File: config.mk
export PLATFORM = sky130hd
export DESIGN_NAME = pipeline_control
export DESIGN_NICKNAME = d
export VERILOG_FILES = /design/src/rtl/pipeline_control.sv
export SDC_FILE = /design/constraint.sdc
export NUM_CORES = 1
export LEC_CHECK = 0
export CORE_MARGIN = 1.5
export CORE_UTILIZATION = 48
export DETAILED_ROUTE_END_ITERATION = 16
export HOLD_SLACK_MARGIN = 0.03
export MAX_ROUTING_LAYER = met4
export PLACE_DENSITY = 0.81
export SLEW_MARGIN = 10
export SYNTH_ARGS = -nofsm -noshare
export SYNTH_HDL_FRONTEND = slang
export SYNTH_SLANG_ARGS = --single-unit
File: constraint.sdc
create_clock -name clk_i -period 4.2 [get_ports clk_i]
set_input_delay 0.42 -clock clk_i [delete_from_list [all_inputs] [get_ports clk_i]]
set_output_delay 0.42 -clock clk_i [all_outputs]
set_load 0.01 [all_outputs]
File: src/rtl/pipeline_control.sv
// pipeline_control: instruction decode plus the control pipeline of a 5-stage MIPS core.
//   It decodes the ID-stage instruction into PC, EX, MEM and WB control bundles.
//   It also owns the ID/EX, EX/MEM and MEM/WB control registers, load-use stall,
//   branch/jump flush and the multi-cycle MUL stall.
// Ports:
//   clk_i, rst_n_i            clock (rising edge), asynchronous active-low reset
//   op_i, func_i              ID-stage opcode / function field
//   is_equal_i                ID-stage rs==rt compare result
//   id_rs_i/id_rt_i/id_rd_i   ID-stage register fields
//   pc_ctrl_o                 {redirect, jump/branch} PC mux select (combinational)
//   stall_o, flush_o          hold PC+IF/ID, clear IF/ID (combinational)
//   illegal_o                 ID holds an undefined op/func (combinational)
//   mul_busy_o                MUL still occupying EX after its first cycle
//   ex_ctrl_o, ex_wreg_o      EX {ALUop, ALUsrc, RegDst} and destination register
//   mem_ctrl_o, mem_wreg_o    MEM {MEM_cs, MEM_we} and destination register
//   wb_ctrl_o, wb_wreg_o      WB {WB_mux, Reg_we} and destination register
module pipeline_control #(
    parameter int ALUOP_W      = 3,
    parameter int REG_ADDR_W   = 5,
    parameter int MUL_CYCLES   = 3,
    parameter int BRANCH_FLUSH = 1
) (
    input  logic                  clk_i,
    input  logic                  rst_n_i,
    input  logic [5:0]            op_i,
    input  logic [5:0]            func_i,
    input  logic                  is_equal_i,
    input  logic [REG_ADDR_W-1:0] id_rs_i,
    input  logic [REG_ADDR_W-1:0] id_rt_i,
    input  logic [REG_ADDR_W-1:0] id_rd_i,
    output logic [1:0]            pc_ctrl_o,
    output logic                  stall_o,
    output logic                  flush_o,
    output logic                  illegal_o,
    output logic                  mul_busy_o,
    output logic [ALUOP_W+1:0]    ex_ctrl_o,
    output logic [REG_ADDR_W-1:0] ex_wreg_o,
    output logic [1:0]            mem_ctrl_o,
    output logic [REG_ADDR_W-1:0] mem_wreg_o,
    output logic [1:0]            wb_ctrl_o,
    output logic [REG_ADDR_W-1:0] wb_wreg_o
);
    localparam logic [ALUOP_W-1:0] ALU_ADD = ALUOP_W'(3'b010);
    localparam logic [ALUOP_W-1:0] ALU_SUB = ALUOP_W'(3'b110);
    localparam logic [ALUOP_W-1:0] ALU_MUL = ALUOP_W'(3'b011);
    localparam logic [ALUOP_W-1:0] ALU_AND = ALUOP_W'(3'b000);
    localparam logic [ALUOP_W-1:0] ALU_OR  = ALUOP_W'(3'b001);
    localparam int CNT_W = 4;

    logic [ALUOP_W-1:0]    w_alu;
    logic                  w_alusrc;
    logic                  w_regdst;
    logic [1:0]            w_mem;
    logic [1:0]            w_wb;
    logic [1:0]            w_pc;
    logic                  w_illegal;
    logic                  w_is_mul;
    logic                  w_reads_rt;
    logic [ALUOP_W+1:0]    w_id_ctrl;
    logic [REG_ADDR_W-1:0] w_id_wreg;
    logic                  w_mul_busy;
    logic                  w_load_use;
    logic                  w_stall;

    logic [ALUOP_W+1:0]    r_ex_ctrl;
    logic [1:0]            r_ex_mem;
    logic [1:0]            r_ex_wb;
    logic [REG_ADDR_W-1:0] r_ex_wreg;
    logic [1:0]            r_mem_ctrl;
    logic [1:0]            r_mem_wb;
    logic [REG_ADDR_W-1:0] r_mem_wreg;
    logic [1:0]            r_wb_ctrl;
    logic [REG_ADDR_W-1:0] r_wb_wreg;
    logic [CNT_W-1:0]      r_cnt;

    always_comb begin
        w_alu      = '0;
        w_alusrc   = 1'b0;
        w_regdst   = 1'b0;
        w_mem      = 2'b00;
        w_wb       = 2'b00;
        w_pc       = 2'b00;
        w_illegal  = 1'b0;
        w_is_mul   = 1'b0;
        w_reads_rt = 1'b0;
        case (op_i)
            6'b000000: begin
                w_reads_rt = 1'b1;
                w_regdst   = 1'b1;
                w_wb       = 2'b11;
                case (func_i)
                    6'b100000: w_alu = ALU_ADD;
                    6'b100010: w_alu = ALU_SUB;
                    6'b011000: begin
                        w_alu    = ALU_MUL;
                        w_is_mul = 1'b1;
                    end
                    6'b100100: w_alu = ALU_AND;
                    6'b100101: w_alu = ALU_OR;
                    default: begin
                        // undefined func: the whole bundle collapses to a bubble
                        w_illegal  = 1'b1;
                        w_reads_rt = 1'b0;
                        w_regdst   = 1'b0;
                        w_wb       = 2'b00;
                    end
                endcase
            end
            6'b001000: begin
                w_alu    = ALU_ADD;
                w_alusrc = 1'b1;
                w_wb     = 2'b11;
            end
            6'b100011: begin
                w_alu    = ALU_ADD;
                w_alusrc = 1'b1;
                w_mem    = 2'b10;
                w_wb     = 2'b01;
            end
            6'b101011: begin
                w_alu      = ALU_ADD;
                w_alusrc   = 1'b1;
                w_mem      = 2'b11;
                w_wb       = 2'b10;
                w_reads_rt = 1'b1;
            end
            6'b000010: w_pc = 2'b10;
            6'b000100: begin
                w_pc       = is_equal_i ? 2'b11 : 2'b00;
                w_reads_rt = 1'b1;
            end
            default: w_illegal = 1'b1;
        endcase
    end

    assign w_id_ctrl  = {w_alu, w_alusrc, w_regdst};
    assign w_id_wreg  = w_regdst ? id_rd_i : id_rt_i;
    assign w_mul_busy = r_cnt != '0;
    // a load in EX whose result the ID instruction needs; $0 never creates a dependency
    assign w_load_use = r_ex_mem == 2'b10 && r_ex_wb[0] && r_ex_wreg != '0 &&
                        (r_ex_wreg == id_rs_i || (w_reads_rt && r_ex_wreg == id_rt_i));
    assign w_stall    = w_mul_busy | w_load_use;

    assign pc_ctrl_o  = w_stall ? 2'b00 : w_pc;
    assign flush_o    = (BRANCH_FLUSH != 0) && pc_ctrl_o[1];
    assign stall_o    = w_stall;
    assign illegal_o  = w_illegal;
    assign mul_busy_o = w_mul_busy;
    assign ex_ctrl_o  = r_ex_ctrl;
    assign ex_wreg_o  = r_ex_wreg;
    assign mem_ctrl_o = r_mem_ctrl;
    assign mem_wreg_o = r_mem_wreg;
    assign wb_ctrl_o  = r_wb_ctrl;
    assign wb_wreg_o  = r_wb_wreg;

    always_ff @(posedge clk_i or negedge rst_n_i) begin
        if (!rst_n_i) begin
            r_ex_ctrl  <= '0;
            r_ex_mem   <= '0;
            r_ex_wb    <= '0;
            r_ex_wreg  <= '0;
            r_mem_ctrl <= '0;
            r_mem_wb   <= '0;
            r_mem_wreg <= '0;
            r_wb_ctrl  <= '0;
            r_wb_wreg  <= '0;
            r_cnt      <= '0;
        end else begin
            r_wb_ctrl <= r_mem_wb;
            r_wb_wreg <= r_mem_wreg;
            if (w_mul_busy) begin
                // MUL keeps EX; a bubble drains into MEM behind it
                r_mem_ctrl <= '0;
                r_mem_wb   <= '0;
                r_mem_wreg <= '0;
                r_cnt      <= r_cnt - 1'b1;
            end else begin
                r_mem_ctrl <= r_ex_mem;
                r_mem_wb   <= r_ex_wb;
                r_mem_wreg <= r_ex_wreg;
                r_ex_ctrl  <= w_load_use ? '0 : w_id_ctrl;
                r_ex_mem   <= w_load_use ? '0 : w_mem;
                r_ex_wb    <= w_load_use ? '0 : w_wb;
                r_ex_wreg  <= w_load_use ? '0 : w_id_wreg;
                r_cnt      <= (!w_load_use && w_is_mul && MUL_CYCLES > 1) ? CNT_W'(MUL_CYCLES - 1) : '0;
            end
        end
    end
endmodule

==> flow_metrics.py, run 1 <==
metrics = {
    "worst_setup_path": {
        "crit_family": "buffers and inverters",
        "cp_slowest_cell": "clkdlybuf4s50_1",
        "cp.required_ns": 3.78,
        "cpPeakStageDelay_ns": 0.57,
        "critPathMaxFanout": 16,
        "timing.reg2reg.setup_slack_ns": 1.98,
        "crit_top_cell": "inv_1",
        "r2r_end": "r_ex_wb[0]",
        "crit_type": "flop to output pin",
        "crit_buf_inv": 3,
        "path_cells": "inv_1 > ha_1 > and2_1 > inv_1 > a41oi_2 > o21ai_4 > nor3_1 > clkdlybuf4s50_1",
        "start_kind": "flop",
        "reg2reg_from": "r_cnt[0]",
        "reg2reg_depth": 7,
        "cp-end-kind": "output pin",
        "cp.arrival_ns": 2.90,
    },
    "finish": {
        "finalNetCount": 253,
        "fillers": 273,
        "diodes": 0,
        "layout_common_cells": "59 x clkdlybuf4s50_1, 34 x dfrtp_1, 19 x nand2_1, 12 x and3_1, 10 x o21ai_1",
        "multi_input_area_um2": 773.2,
        "layout-drive-gt1-share": 0.07623,
        "area_growth_pct": 40.46,
        "final_common_cell": "clkdlybuf4s50_1",
        "seqCellArea_um2": 850.8,
    },
    "timing": {
        "clock.fmax_ghz": 0.3014,
        "skew_ns": 0.004221,
        "fin_tns_setup_ns": 0,
        "hold_violations": 0,
        "rsz0062_at_grt": "no",
        "drv_slew": 0,
        "tightest_slew_ns": 0.5081,
        "period_minus_slack_ns": 3.318,
        "slew_headroom": 0.6609,
        "finalSetupViolCount": 0,
        "period_share": 0.7900,
        "setup_ws_ns": 0.8820,
        "fin_hold_ws_ns": 0.3670,
    },
    "clock_tree": {
        "clockBufferDepth": 2,
        "postCtsHoldBufs": 0,
        "cts_setup_buffers": 0,
        "clock-sinks": 34,
        "cts_max_level": 2,
        "path_clk_slew_ns": 0.10,
        "clk_latency_ns": 0.33,
        "cts_root_buffer": "clkbuf_4",
        "cts_resized": 0,
        "numCtsBuffers": 5,
        "cts_tree": "done",
    },
    "synth": {
        "synth.top_cell.area_share": 0.5030,
        "syn_inst": 163,
        "syn_area_um2": 1692,
        "yosysTopAreaCell": "dfrtp_1",
        "syn_area_per_cell_um2": 10.38,
        "yosysUniqueCellTypes": 43,
        "seq_area_frac_synth": 0.5030,
        "synth_area_leaders": "dfrtp_1 50%, and3_1 4.4%, nand2_1 4.2%",
        "ys_ff_latch": 34,
        "synth_nets": 194,
        "yosys_warnings": 0,
    },
    "min_path": {
        "holdPathStages": 0,
        "hold_end": "wb_ctrl_o[1]",
        "hold_start": "r_mem_wb[1]",
        "hold_path_class": "flop to flop",
    },
    "global_route": {
        "grt_pass1_vias": 1385,
        "grt_use_total": 0.2040,
        "grt-ovfl-total": 0,
        "grt_max_degree": 35,
        "grt_pass1_wl_um": 6044,
        "antenna_found_initial": 0,
    },
    "placed_design": {
        "pre_cts_slack_ns": 0.9882,
        "place.gp.congestion": 0.9697,
        "hpwlAfterDp_um": 2860,
        "io_buffers": 59,
    },
    "detailed_routing": {
        "wl_met3_um": 225,
        "drt-met1-wl_um": 1531,
        "drt-pass1-iter-count": 4,
        "final_antenna_net_count": 0,
        "vias": 1435,
        "routedWlPerCell_um": 14.03,
        "drc": 0,
        "wirelength_um": 3774,
        "dr.first_iter.drc_count": 49,
        "routed.top_layer": "met4",
        "via_per_inst": 5.335,
        "routed-wl-met2_um": 1955,
    },
    "floorplanning": {
        "num_rows": 21,
        "die_h_um": 62.37,
        "die_x_um": 62.37,
        "dieArea_um2": 3889,
        "io_pins": 60,
        "start_util": 0.5030,
        "core_um2": 3363,
    },
    "outcome": {
        "outcome": "finished clean",
    },
    "flow_run": {
        "maxCapViolCount": 0,
    },
    "power_and_ir_drop": {
        "cellLeakagePower_nw": 1.069,
        "power_density_nw_per_um2": 499.7,
        "vdd_drop_max_mv": 0.2380,
    },
}
per-layer routing:
metal / global-route usage / vias to the layer above
met5: - / -
met4: 0.09167 / 0
met3: 0.05797 / 6
met2: 0.3505 / 54
met1: 0.2198 / 673
li1: - / 702
flip-flops by register name, indices dropped and copies added, names as in the netlist:
| register | flops |
|---|---|
| wb_wreg_o | 5 |
| ex_wreg_o | 5 |
| r_cnt | 4 |
| r_ex_mem | 2 |
| r_mem_wb | 2 |
| r_ex_wb | 2 |
| mem_wreg_o | 5 |
| mem_ctrl_o | 2 |
| ex_ctrl_o | 5 |
| wb_ctrl_o | 2 |
cell type report:
| class | count | share of cell area |
|---|---|---|
| sequential | 34 | 0.3581 |
| multi-input combinational | 116 | 0.3254 |
| timing repair buffer | 60 | 0.2517 |
| tap | 46 | 0.02422 |
| clock inverter | 3 | 0.01685 |
| clock buffer | 5 | 0.01580 |
| inverter | 5 | 0.007899 |
per-stage QoR:
step	cell area [µm²]	power, mW	utilization	std cells
after CTS	2376	1.200	0.7065	269
final	2376	1.187	0.7065	269
after global placement	2298	0.9416	0.6834	261
after global routing	2376	1.262	0.7065	269
after detailed placement	2298	0.9641	0.6834	261
after floorplan	1692	0.7402	-	163
logic make-up (layout without fill, tap and decap cells):
family / Yosys count / after routing / synth area share
multiplexers: 7 / 7 / 0.04142
flip-flops: 34 / 34 / 0.5030
adder cells (fa/ha/maj): 2 / 2 / 0.01331
buffers and inverters: 13 / 73 / 0.03994
XOR/XNOR: 10 / 10 / 0.05178
AO/OA/AOI/OAI: 31 / 31 / 0.1287
AND/OR/NAND/NOR: 66 / 66 / 0.2219
power breakdown:
part	switching (mW)	leakage, nW	total [mW]	internal [mW]
Clock	0.108	0.0450	0.231	0.123
Sequential	0.0811	0.457	0.488	0.407
Combinational	0.233	0.567	0.468	0.235
worst max path at each step:
stage	start	end	slack (ns)	cells after the start
finish	r_cnt[0]	pc_ctrl_o[0]	0.88	8
global route	r_cnt[0]	pc_ctrl_o[0]	0.68	8
CTS	r_cnt[0]	pc_ctrl_o[0]	0.86	8
detailed placement	func_i[3]	flush_o	0.99	7
global placement	op_i[1]	stall_o	1.08	6
floorplan	func_i[5]	pc_ctrl_o[1]	1.98	7
synthesized netlist by cell type, drive strengths merged:
cell     n
dfrtp   34
nand2   19
o21ai   14
and3    12
xor2     8
mux2i    7
nor2     7
nor3     6
clkbuf   5
inv      5
nand3    4
or3      4
a21oi    3
and2     3
buf      3
nor4     3
a31oi    2
nand3b   2
nand4    2
o22ai    2
o31ai    2
o41ai    2
xnor2    2
a211o    1
a21o     1
a41oi    1
ha       1
maj3     1
nand2b   1
nor2b    1
nor3b    1
o211ai   1
o21a     1
o32ai    1
or4      1
Note: power is estimated with default switching activity, not from simulation.
==> run 2, diff against run 1 <==
--- a/config.mk
+++ b/config.mk
@@ -6,11 +6,11 @@
 export NUM_CORES = 1
 export LEC_CHECK = 0
 export CORE_MARGIN = 1.5
-export CORE_UTILIZATION = 48
+export CORE_UTILIZATION = 40
 export DETAILED_ROUTE_END_ITERATION = 16
 export HOLD_SLACK_MARGIN = 0.03
 export MAX_ROUTING_LAYER = met4
-export PLACE_DENSITY = 0.81
+export PLACE_DENSITY = 0.71
 export SLEW_MARGIN = 10
 export SYNTH_ARGS = -nofsm -noshare
 export SYNTH_HDL_FRONTEND = slang
==> constraint.sdc (replaced) <==
create_clock -name clk_i -period 3.05 [get_ports clk_i]
set_input_delay 0.305 -clock clk_i [delete_from_list [all_inputs] [get_ports clk_i]]
set_output_delay 0.305 -clock clk_i [all_outputs]
set_load 0.01 [all_outputs]
==> run 2 against run 1 <==
Wire length shrank 0.32%. Clock skew shrank 0.0011 ns. Critical endpoint unchanged. Power grew 45%. Critical path type unchanged.
==> flow_metrics.py, run 2 (synthesis results as in run 1) <==
metrics = {
    "outcome": {
        "outcome": "finished clean",
    },
    "timing": {
        "clock.fmax_ghz": 0.3562,
        "period_share": 0.9204,
        "skew_ns": 0.003084,
        "fin_hold_ws_ns": 0.3552,
        "hold_violations": 0,
        "tightest_slew_ns": 0.4819,
        "fin_tns_setup_ns": 0,
        "finalSetupViolCount": 0,
        "rsz0062_at_grt": "no",
        "period_minus_slack_ns": 2.807,
        "drv_slew": 0,
        "slew_headroom": 0.6761,
    },
    "floorplanning": {
        "io_pins": 60,
        "num_rows": 23,
        "die_h_um": 68.03,
        "start_util": 0.4199,
        "die_x_um": 68.03,
        "dieArea_um2": 4628,
        "core_um2": 4029,
    },
    "power_and_ir_drop": {
        "p_int_mw": 1.143,
        "power_frac_seq": 0.391,
        "power.switching_uw": 579.5,
        "combPwrFrac": 0.380,
        "power_mw": 1.722,
        "cellLeakagePower_nw": 1.095,
        "clkPwrFrac": 0.229,
        "vdd_drop_max_mv": 0.3009,
        "power_density_nw_per_um2": 707.3,
        "sw_frac_of_total": 0.3365,
    },
    "placed_design": {
        "hpwlAfterDp_um": 2854,
        "dpl-instance-area_um2": 2326,
        "place.gp.congestion": 0.9138,
        "io_buffers": 59,
    },
    "finish": {
        "final_common_cell": "clkdlybuf4s50_1",
        "final_area_um2": 2435,
        "diodes": 0,
        "layout_common_cells": "59 x clkdlybuf4s50_1, 34 x dfrtp_1, 19 x nand2_1, 12 x and3_1, 10 x o21ai_1",
        "area_growth_pct": 43.94,
        "layout-drive-gt1-share": 0.08850,
        "finalNetCount": 256,
    },
    "clock_tree": {
        "clk_latency_ns": 0.28,
        "clock-sinks": 34,
        "path_clk_slew_ns": 0.06,
        "cts_tree": "done",
        "cts_max_level": 2,
        "cts_root_buffer": "clkbuf_8",
        "postCtsHoldBufs": 0,
        "clockBufferDepth": 2,
        "cts_setup_buffers": 0,
        "numCtsBuffers": 5,
        "cts_resized": 0,
    },
    "worst_setup_path": {
        "start_kind": "flop",
        "cp-end-kind": "output pin",
        "cp.arrival_ns": 2.50,
        "critPathMaxFanout": 13,
        "crit_type": "flop to output pin",
        "cp.required_ns": 2.74,
        "timing.reg2reg.setup_slack_ns": 0.95,
    },
    "detailed_routing": {
        "vias": 1453,
        "drc": 0,
        "dr.first_iter.drc_count": 78,
        "via_per_inst": 5.264,
        "drt-pass1-iter-count": 4,
        "final_antenna_net_count": 0,
        "routedWlPerCell_um": 13.63,
        "wirelength_um": 3762,
    },
    "global_route": {
        "grt_max_degree": 35,
        "grt_pass1_vias": 1372,
        "grt-ovfl-total": 0,
        "antenna_found_initial": 0,
        "grt_use_total": 0.1838,
        "grt_pass1_wl_um": 6051,
    },
    "min_path": {
        "hold_path_class": "flop to flop",
    },
    "flow_run": {
        "maxCapViolCount": 0,
    },
}
-- run 2: final cells by class --
type                    instances  area [µm²]
clock buffers                   5       68.82
multi-input cells             116       773.2
inverters                       5       18.77
repair buffers                 63       620.6
fillers                       333        1594
flip-flops and latches         34       850.8
well taps                      50       62.56
clock inverters                 3       40.04
-- run 2: path summary, 6_finish.rpt --
| kind | cells past startpoint | from | to |
|---|---|---|---|
| max | 8 | r_cnt[0] | pc_ctrl_o[0] |
| min | 0 | r_mem_wb[0] | wb_ctrl_o[0] |
| max reg2reg | 8 | r_cnt[0] | r_ex_wb[0] |
| min reg2reg | 0 | r_mem_wb[0] | wb_ctrl_o[0] |
| max in group asynchronous | 2 | rst_n_i | r_ex_wb[0] |
| min in group asynchronous | 2 | rst_n_i | r_cnt[2] |
-- run 2: power by group through the flow --
stage          Combinational, mW  Clock, mW  Sequential (mW)
2_1_floorplan              0.324          0            0.695
6_report                   0.654      0.395            0.673
3_3_place_gp               0.647          0            0.676
5_1_grt                    0.727      0.433            0.690
3_5_place_dp               0.660          0            0.682
4_1_cts                    0.662      0.407            0.673
-- run 2: critical path, stage by stage (launching register included) --
cell             delay [ns]
dfrtp_1                0.39
inv_1                  0.06
ha_1                   0.33
and2_1                 0.23
inv_1                  0.08
a41oi_2                0.26
o21ai_4                0.12
nor3_1                 0.19
clkdlybuf4s50_1        0.57
-- run 2: stage by stage --
step,setup WS [ns],util,std cells
after global placement,0.4241,0.5773,268
after floorplan,1.025,-,163
after global routing,0.01464,0.6043,276
after CTS,0.2231,0.6043,276
final,0.2427,0.6043,276
after detailed placement,0.3597,0.5773,268
-- run 2: layer usage --
metal / routed length (µm) / track usage / vias up
met1: 1634 / 0.2096 / 685
met2: 1836 / 0.2961 / 57
met3: 202 / 0.04441 / 7
li1: - / - / 704
met5: 0 / - / -
met4: 88 / 0.1025 / 0
==> run 3, diff against run 2 <==
--- a/config.mk
+++ b/config.mk
@@ -11,7 +11,7 @@
 export HOLD_SLACK_MARGIN = 0.03
 export MAX_ROUTING_LAYER = met4
 export PLACE_DENSITY = 0.71
-export SLEW_MARGIN = 10
+export SLEW_MARGIN = 20
 export SYNTH_ARGS = -nofsm -noshare
 export SYNTH_HDL_FRONTEND = slang
 export SYNTH_SLANG_ARGS = --single-unit
==> results of run 3 <==
Final layout, timing and power as in run 2 (identical DEF).
